--- config.mk ---
export PLATFORM = sky130hd
export DESIGN_NAME = bf_pdep_mask_stage_flat
export DESIGN_NICKNAME = d
export VERILOG_FILES = /design/src/rtl/bf_pdep_mask_stage_if.sv /design/src/rtl/bf_pdep_mask_stage.sv /design/src/flat_wrapper.sv
export SDC_FILE = /design/constraint.sdc
export NUM_CORES = 1
export LEC_CHECK = 0
export ABC_AREA = 1
export CAP_MARGIN = 10
export CORE_UTILIZATION = 57
export CTS_CLUSTER_DIAMETER = 200
export CTS_CLUSTER_SIZE = 28
export DETAILED_ROUTE_END_ITERATION = 7
export MAX_ROUTING_LAYER = met4
export PLACE_DENSITY = 0.84
export SLEW_MARGIN = 15
export SYNTH_ARGS = -nofsm -noshare
export SYNTH_HDL_FRONTEND = slang
export SYNTH_SLANG_ARGS = --single-unit
--- constraint.sdc ---
create_clock -name clk -period 5.98 [get_ports clk]
set_input_delay 1.794 -clock clk [delete_from_list [all_inputs] [get_ports clk]]
set_output_delay 1.794 -clock clk [all_outputs]
set_load 0.02 [all_outputs]
--- src/rtl/bf_pdep_mask_stage_if.sv ---
// ---------------------------------------------------------------------------
// bf_pdep_mask_stage_if
//   Output stream bundle of the PDEP mask stage (valid/ready + masked word).
//
//   Signals:
//     out_valid   FIFO head valid              (stage -> consumer)
//     out_ready   consumer accepts the head    (consumer -> stage)
//     out_data    masked word, DATA_WIDTH bits (stage -> consumer)
//     out_popcnt  popcount of the mask used    (stage -> consumer),
//                 present only when BF_MASK_POPCNT_EN is defined
//
//   Modports: master = mask stage side, slave = consumer side.
// ---------------------------------------------------------------------------
interface bf_pdep_mask_stage_if #(
  parameter int DATA_WIDTH = 16
);
  localparam int PC_W = $clog2(DATA_WIDTH + 1);

  logic                  out_valid;
  logic                  out_ready;
  logic [DATA_WIDTH-1:0] out_data;
`ifdef BF_MASK_POPCNT_EN
  logic [PC_W-1:0]       out_popcnt;
`endif

  modport master (
    output out_valid,
    output out_data,
`ifdef BF_MASK_POPCNT_EN
    output out_popcnt,
`endif
    input  out_ready
  );

  modport slave (
    input  out_valid,
    input  out_data,
`ifdef BF_MASK_POPCNT_EN
    input  out_popcnt,
`endif
    output out_ready
  );
endinterface

--- src/rtl/bf_pdep_mask_stage.sv ---
// ---------------------------------------------------------------------------
// bf_pdep_mask_stage
//   Final stage of the PDEP butterfly: ANDs the permuted word with a
//   per-entry deposit mask, buffers the result in a small FIFO and presents
//   it on a valid/ready stream. The mask index is the configuration address
//   driven into the butterfly, delayed here by BF_LATENCY cycles so it lines
//   up with the butterfly output.
//
//   Ports:
//     clk, rst_n            clock, synchronous active-low reset
//     addr_i                mask index, issued alongside the butterfly addr
//     dval_i, data_i        butterfly output strobe and word
//     out_if (master)       out_valid / out_ready / out_data [/ out_popcnt]
//     almost_full           upstream must stop issuing
//     overflow              sticky, a word was dropped on a full FIFO
//     bf_cfg_*              mask-table configuration write port
//
//   Optional feature macro: BF_MASK_POPCNT_EN adds out_popcnt, the popcount
//   of the mask entry applied to each word, carried through the FIFO.
// ---------------------------------------------------------------------------
module bf_pdep_mask_stage #(
  parameter int          DATA_WIDTH   = 16,
  parameter int          ADDR_WIDTH   = 2,
  parameter int          BF_LATENCY   = 2,
  parameter int          FIFO_DEPTH   = 4,
  parameter int          AF_MARGIN    = 2,
  parameter logic [5:0]  MASK_SRAM_ID = 6'd8
) (
  input  logic                   clk,
  input  logic                   rst_n,
  input  logic [ADDR_WIDTH-1:0]  addr_i,
  input  logic                   dval_i,
  input  logic [DATA_WIDTH-1:0]  data_i,
  bf_pdep_mask_stage_if.master   out_if,
  output logic                   almost_full,
  output logic                   overflow,
  input  logic [5:0]             bf_cfg_sram_sel,
  input  logic [6:0]             bf_cfg_addr_write,
  input  logic                   bf_cfg_wr_en,
  input  logic [63:0]            bf_cfg_data
);

  localparam int N_ENTRIES = 1 << ADDR_WIDTH;
  localparam int N_CHUNKS  = (DATA_WIDTH + 63) / 64;
  localparam int CHUNK_W   = $clog2(N_CHUNKS);
  localparam int PTR_W     = $clog2(FIFO_DEPTH);
  localparam int CNT_W     = PTR_W + 1;
  localparam int PC_W      = $clog2(DATA_WIDTH + 1);

  // ---------------------------------------------------------------- config
  // Low CHUNK_W bits select the 64-bit slice, everything above is the entry.
  // Keeping all upper bits lets out-of-range entries be rejected.
  logic [6:0]               cfg_entry;
  logic [6:0]               cfg_chunk;
  logic                     cfg_hit;
  logic [N_CHUNKS*64-1:0]   cfg_data_rep;
  logic [N_CHUNKS*64-1:0]   cfg_sel_rep;
  logic [DATA_WIDTH-1:0]    cfg_wdata;
  logic [DATA_WIDTH-1:0]    cfg_wmask;

  assign cfg_entry    = bf_cfg_addr_write >> CHUNK_W;
  assign cfg_chunk    = bf_cfg_addr_write & 7'((1 << CHUNK_W) - 1);
  assign cfg_hit      = bf_cfg_wr_en && (bf_cfg_sram_sel == MASK_SRAM_ID) &&
                        ({1'b0, cfg_entry} < 8'(N_ENTRIES));
  assign cfg_data_rep = {N_CHUNKS{bf_cfg_data}};

  always_comb begin
    cfg_sel_rep = '0;
    for (int c = 0; c < N_CHUNKS; c++) begin
      cfg_sel_rep[c*64 +: 64] = {64{cfg_chunk == 7'(c)}};
    end
  end

  // Bits above DATA_WIDTH are dropped, which truncates the last chunk.
  assign cfg_wdata = cfg_data_rep[DATA_WIDTH-1:0];
  assign cfg_wmask = cfg_sel_rep[DATA_WIDTH-1:0];

  // ------------------------------------------------------------ mask table
  logic [DATA_WIDTH-1:0] mask_q [N_ENTRIES];

  // NOTE: this memory is reset because its all-ones reset value is
  // functional (pass-through); the FIFO storage below is not reset.
  always_ff @(posedge clk) begin
    if (!rst_n) begin
      for (int e = 0; e < N_ENTRIES; e++) mask_q[e] <= '1;
    end else if (cfg_hit) begin
      mask_q[cfg_entry[ADDR_WIDTH-1:0]] <=
        (mask_q[cfg_entry[ADDR_WIDTH-1:0]] & ~cfg_wmask) | (cfg_wdata & cfg_wmask);
    end
  end

  // ------------------------------------------------------ address delay line
  logic [ADDR_WIDTH-1:0] addr_pipe_q [BF_LATENCY];
  logic [ADDR_WIDTH-1:0] addr_d;

  // Not reset: every dval_i is preceded by a fresh address, so stale
  // contents are never used.
  always_ff @(posedge clk) begin
    addr_pipe_q[0] <= addr_i;
    for (int i = 1; i < BF_LATENCY; i++) addr_pipe_q[i] <= addr_pipe_q[i-1];
  end

  assign addr_d = addr_pipe_q[BF_LATENCY-1];

  // ------------------------------------------------------------ mask stage
  logic [DATA_WIDTH-1:0] lookup_mask;
  logic                  m_val_q;
  logic [DATA_WIDTH-1:0] m_data_q;
  logic [PC_W-1:0]       m_pc_q;

  // Reads the registered table, so a same-cycle write is seen one cycle later.
  assign lookup_mask = mask_q[addr_d];

  always_ff @(posedge clk) begin
    if (!rst_n) begin
      m_val_q <= 1'b0;
      m_pc_q  <= '0;
    end else begin
      m_val_q <= dval_i;
      if (dval_i) m_pc_q <= PC_W'($countones(lookup_mask));
    end
  end

  always_ff @(posedge clk) begin
    if (dval_i) m_data_q <= data_i & lookup_mask;
  end

  // ------------------------------------------------------------------ FIFO
  logic [DATA_WIDTH-1:0] fifo_data_q [FIFO_DEPTH];
  logic [PC_W-1:0]       fifo_pc_q   [FIFO_DEPTH];
  logic [PTR_W-1:0]      wr_ptr_q, rd_ptr_q;
  logic [CNT_W-1:0]      count_q;
  logic                  overflow_q;
  logic                  full, pop, push_ok, drop;
  int                    free_slots;

  assign full    = (count_q == CNT_W'(FIFO_DEPTH));
  assign pop     = (count_q != '0) && out_if.out_ready;
  // A pop in the same cycle frees the slot, so a full FIFO still accepts.
  assign push_ok = m_val_q && (!full || pop);
  assign drop    = m_val_q && full && !pop;

  always_ff @(posedge clk) begin
    if (push_ok) begin
      fifo_data_q[wr_ptr_q] <= m_data_q;
      fifo_pc_q[wr_ptr_q]   <= m_pc_q;
    end
  end

  always_ff @(posedge clk) begin
    if (!rst_n) begin
      wr_ptr_q   <= '0;
      rd_ptr_q   <= '0;
      count_q    <= '0;
      overflow_q <= 1'b0;
    end else begin
      if (push_ok) wr_ptr_q <= wr_ptr_q + 1'b1;
      if (pop)     rd_ptr_q <= rd_ptr_q + 1'b1;
      count_q <= count_q + CNT_W'(push_ok) - CNT_W'(pop);
      if (drop) overflow_q <= 1'b1;
    end
  end

  // The word already in the mask stage counts as occupying a slot.
  always_comb begin
    free_slots  = FIFO_DEPTH - int'(count_q) - int'(m_val_q);
    almost_full = (free_slots <= AF_MARGIN);
  end

  assign overflow         = overflow_q;
  assign out_if.out_valid = (count_q != '0);
  assign out_if.out_data  = fifo_data_q[rd_ptr_q];
`ifdef BF_MASK_POPCNT_EN
  assign out_if.out_popcnt = (count_q != '0) ? fifo_pc_q[rd_ptr_q] : '0;
`endif

endmodule
--- src/flat_wrapper.sv ---
// flat-port wrapper written by rule: the top's interface ports become plain ports
module bf_pdep_mask_stage_flat 
#(
  parameter int          DATA_WIDTH   = 16,
  parameter int          ADDR_WIDTH   = 2,
  parameter int          BF_LATENCY   = 2,
  parameter int          FIFO_DEPTH   = 4,
  parameter int          AF_MARGIN    = 2,
  parameter logic [5:0]  MASK_SRAM_ID = 6'd8
)
  (clk, rst_n, addr_i, dval_i, data_i, almost_full, overflow, bf_cfg_sram_sel, bf_cfg_addr_write, bf_cfg_wr_en, bf_cfg_data, out_if_out_valid, out_if_out_data, out_if_out_ready);
  bf_pdep_mask_stage_if #(.DATA_WIDTH(DATA_WIDTH)) out_if_i ();
  input  logic clk;
  input  logic rst_n;
  input  logic [ADDR_WIDTH-1:0] addr_i;
  input  logic dval_i;
  input  logic [DATA_WIDTH-1:0] data_i;
  output logic almost_full;
  output logic overflow;
  input  logic [5:0] bf_cfg_sram_sel;
  input  logic [6:0] bf_cfg_addr_write;
  input  logic bf_cfg_wr_en;
  input  logic [63:0] bf_cfg_data;
  output wire logic [$bits(out_if_i.out_valid)-1:0] out_if_out_valid;
  output wire logic [$bits(out_if_i.out_data)-1:0] out_if_out_data;
  input wire logic [$bits(out_if_i.out_ready)-1:0] out_if_out_ready;
  assign out_if_out_valid = out_if_i.out_valid;
  assign out_if_out_data = out_if_i.out_data;
  assign out_if_i.out_ready = out_if_out_ready;
  bf_pdep_mask_stage #(.DATA_WIDTH(DATA_WIDTH), .ADDR_WIDTH(ADDR_WIDTH), .BF_LATENCY(BF_LATENCY), .FIFO_DEPTH(FIFO_DEPTH), .AF_MARGIN(AF_MARGIN), .MASK_SRAM_ID(MASK_SRAM_ID)) u_core (.clk(clk), .rst_n(rst_n), .addr_i(addr_i), .dval_i(dval_i), .data_i(data_i), .out_if(out_if_i), .almost_full(almost_full), .overflow(overflow), .bf_cfg_sram_sel(bf_cfg_sram_sel), .bf_cfg_addr_write(bf_cfg_addr_write), .bf_cfg_wr_en(bf_cfg_wr_en), .bf_cfg_data(bf_cfg_data));
endmodule
# Yosys cells after proc, flatten, opt, wreduce, memory -nomap -nowiden
# Memories as Yosys holds them, arrays and structs flattened. A register that Yosys moved wholly into a read port is not among the register bits.
# Cells that the tools add are included.
[word_totals] wordCells=42 ramBits=132 ff_bits=25 output_inout_bits=19 input_bits=100 n_memories=3
[mem_list] memory="u_core.fifo_data_q" depth=4 width=16 rd=1 rd_clocked_by_memory_dff=1 write_ports=1 line="bf_pdep_mask_stage.sv:129" rtl="logic [DATA_WIDTH-1:0] fifo_data_q [FIFO_DEPTH];"
[mem_list] memory="u_core.mask_q" depth=4 width=16 rd=1 rd_clocked_by_memory_dff=0 write_ports=4 line="bf_pdep_mask_stage.sv:79" rtl="logic [DATA_WIDTH-1:0] mask_q [N_ENTRIES];"
[mem_list] memory="u_core.addr_pipe_q" depth=2 width=2 rd=2 rd_clocked_by_memory_dff=0 write_ports=2 line="bf_pdep_mask_stage.sv:93" rtl="logic [ADDR_WIDTH-1:0] addr_pipe_q [BF_LATENCY];"
[classes] order_cmp=2 n_eq_ne=2 addsub=6 n_reduce_logical=11 n_bitwise=1 n_mux=11
[ops] operator="32-bit by 3-bit <= comparator with 1-bit output (second input constant)" n=1
[ops] operator="32-bit by 2-bit subtractor with 32-bit output" n=1
[ops] operator="16-bit AND" n=1
[ops] operator="16-bit 2-to-1 mux" n=1
[ops] operator="16-bit OR reduction" n=1
[ops] operator="7-bit by 3-bit < comparator with 1-bit output (second input constant)" n=1
[ops] operator="1-bit 2-to-1 mux" n=7
[ops] operator="6-bit by 4-bit equality test with 1-bit output (second input constant)" n=1
[ops] operator="1-bit logical AND" n=6
[ops] operator="2-bit 2-to-1 mux" n=3
[ops] operator="2-bit by 1-bit adder with 2-bit output (second input constant)" n=2
[ops] operator="3-bit by 3-bit subtractor with 4-bit output (first input constant)" n=1
[ops] operator="3-bit by 1-bit adder with 3-bit output" n=1
[ops] operator="3-bit equality test (second input constant)" n=1
[ops] operator="3-bit nonzero test" n=1
[ops] operator="3-bit by 1-bit subtractor with 3-bit output" n=1
[ops] operator="1-bit zero test" n=2
[ops] operator="1-bit logical OR" n=1

# Longest topological paths before layout
[logic_depth] ltp_word=8 mapped_depth=12 ltp_nobuf=12

# Worst setup path before layout
# OpenSTA, ideal clock, no wires.
[synth_timing] path_kind="input to register" start="input bf_cfg_sram_sel[2]" end="memory u_core.mask_q[2][0], enable pin" setup_ns=0.411 required_time_ns=5.569 cell_stages=5 n_path_buf=0 setup_slack_ns=2.211 t_arrival_ns=3.358 path_cell_list="inv_1 > nand2_1 > nor2_2 > nand3_4 > o21ai_0"
[synth_lines] item="from (decl)" line="flat_wrapper.sv:20" rtl="input logic [5:0] bf_cfg_sram_sel;"
[synth_lines] item="to (decl)" line="bf_pdep_mask_stage.sv:79"

==> qor.yml <==
run_status:
  status: "completed"
timing:
  slew_headroom_pct: 32.0
  fmax_mhz: 224
  finalSetupTns_ns: 0
  fin_crit_ns: 4.46
  whs_ns: 0.332
  tightest_slew_ns: 1.02
  hold_violations: 0
  final.setup_skew_ns: 0.00662
  setup_viol: 0
  rsz0062_at_grt: "false"
  timing.final.max_slew_violations: 0
  fin_crit_sh_pct: 74.7
yosys:
  ys.flop_type: "edfxtp_1"
  yosysTopAreaCell: "edfxtp_1"
  synth_edf_count: 144
  ys_warn_count: 0
  syn_area_sq_um: 6670
  synth_seq_area_share_pct: 69.4
  async_reset_ff_share_pct: 0
  syn-num-nets: 678
  synth.avg_cell_area_sq_um: 11.8
  synth.distinct_cells: 28
  synthTopCellsByArea: "edfxtp_1 65%, nor2_1 5.9%, o21ai_0 5.2%, dfxtp_1 4.5%, nand4_1 3.2%"
  ys_ff_latch: 159
  synth_top_area_share_pct: 64.9
  synth_cells: 565
place:
  hpwl_mm: 7.91
  gp_congestion: 0.806
  dp.cells: 756
  dpl_cell_area_sq_um: 7450
  portBuffers: 70
cts:
  post_cts_buffers: 0
  cts_hold_buf: 0
  clk_latency_ns: 0.42
  cts.clk_slew.worst_paths_ns: 0.06
  cts_sinks: 159
  cts_resized: 0
  clockBufferDepth: 2
  h-tree-depth: 4
  cts_tree: "built"
  numCtsBuffers: 17
  root_buffer: "clkbuf_16"
floorplan:
  dieHeight_um: 110
  start_util_pct: 58.4
  num_rows: 39
  fp.coreArea_sq_um: 11400
  die_w_um: 110
  dieArea_sq_um: 12100
  io_pins: 119
global_route:
  grt_usage_pct: 23.8
  grt_pass1_vias: 4314
  antenna_found_initial: 0
  grt_pass1_wl_mm: 20.3
  grt_max_degree: 51
  grt_overflow: 0
worst_setup_path:
  max_stage_delay_ns: 0.68
  cp_cell_sequence: "buf_4, inv_1, o21ai_0, o22ai_1, clkdlybuf4s50_1"
  path_max_fanout: 33
  startpoint_type: "register"
  crit_path_end_kind: "output pin"
  path_class: "register to output pin"
  worstReg2RegStart: "u_core.count_q[1]"
  slowest_stage: "inv_1"
  critical_path_arrival_ns: 2.67
  required_ns: 4.19
pwr:
  p_leak_nw: 2.88
  ir_drop_v: 0.000210
  power_density_nw_per_um2: 362
finish:
  utilization_pct: 70.2
  area_growth_pct: 20.3
  nets: 745
  drive_gt1_share_pct: 7.91
  instances_no_fill: 788
  layout_commonest_cell: "edfxtp_1"
  layout_common_cells: "144 x edfxtp_1, 105 x nor2_1, 70 x clkdlybuf4s50_1, 67 x o21ai_0, 50 x nand2_1"
  diodes: 0
  final_area_sq_um: 8020
worst_hold_path:
  min_path_type: "register to register"
  min-delay-start: "u_core.addr_pipe_q[0][0]"
route:
  drt-initial-drc-count: 255
  drt_drc_violations_left: 0
  avgViaCountPerCell: 5.50
  wire_per_inst_um: 16.3
  ant_nets: 0
  drt_pass1_iterations: 5
  vias: 4337
  drt-total-wl_mm: 12.8
job:
  maxCapViolations: 0
[layout make-up]
cell class,instances,area (sq um)
Clock buffer,18,429
Clock inverter,14,143
Fill cell,788,3400
Inverter,53,199
Multi-Input combinational cell,322,1680
Sequential cell,159,4620
Tap cell,143,179
Timing Repair Buffer,79,768
[path summary, 6_finish.rpt]
kind / endpoint / slack [ns] / depth (start not counted)
max reg2reg: u_core.count_q[2] / 3.74 / 12
max: out_if_out_data[13] / 1.52 / 5
min: u_core.addr_pipe_q[0][2] / 0.33 / 0
min reg2reg: u_core.addr_pipe_q[0][2] / 0.33 / 0
[sequential cells by signal, indices dropped and copies added, names as in the netlist, named ones only]
| signal | count |
|---|---|
| u_core.addr_pipe_q | 4 |
| u_core.count_q | 3 |
| u_core.fifo_data_q | 64 |
| u_core.m_data_q | 16 |
| u_core.m_val_q | 1 |
| u_core.mask_q | 64 |
| u_core.overflow | 1 |
| u_core.rd_ptr_q | 2 |
| u_core.wr_ptr_q | 2 |
[kinds of logic (layout without fill, tap and decap cells)]
kind of cell	count (synthesis)	in the layout	synth area share, %
and+or+nand+nor	199	199	13.2
xor gates and xnor gates	2	2	0.263
buffers and inverters	84	164	5.55
DFF	159	159	69.4
adders and majority gates	13	13	2.55
AOI/OAI and AO/OA	108	108	9.06
[where the power goes]
| group | leakage [nW] | total (W) | internal [W] | switching, W |
|---|---|---|---|---|
| clock network | 0.273 | 0.00103 | 0.000613 | 0.000420 |
| registers | 1.52 | 0.00132 | 0.00129 | 0.0000347 |
| logic | 1.09 | 0.000549 | 0.000232 | 0.000317 |
[critical path: cells and delay by family, from the launching register on]
| kind | cells | cell delay [ns] |
|---|---|---|
| flip-flops | 1 | 0.30 |
| buffers and inverters | 3 | 1.54 |
| AO/OA/AOI/OAI | 2 | 0.40 |
[routing by layer]
| layer | track usage, % | vias up | share of wire [%] |
|---|---|---|---|
| met5 | - | - | 0 |
| met4 | 11.1 | 0 | 1.5 |
| met3 | 5.06 | 15 | 6.1 |
| met2 | 40.0 | 166 | 52 |
| met1 | 27.3 | 2036 | 40 |
| li1 | - | 2120 | - |
[stage by stage]
step                total power, W  setup WS (ns)
CTS                        0.00291           1.47
floorplan                  0.00166           2.21
global placement           0.00186           1.82
global route               0.00302           1.32
detailed placement         0.00189           1.74
finish                     0.00290           1.52
[synthesized netlist by cell type, types with 2 or more instances]
library cell  number
a21boi_1          14
inv_2              4
clkbuf_1          17
dfxtp_1           15
edfxtp_1         144
buf_2              8
ha_1              12
a21boi_0           2
nor2_2             4
nand2_1           50
o21ai_0           69
buf_6              6
a21oi_1            5
nand3_1            2
nor2_1           105
inv_1             48
nand4_1           34
o22ai_1           16
(Power assumes the default switching activity.)
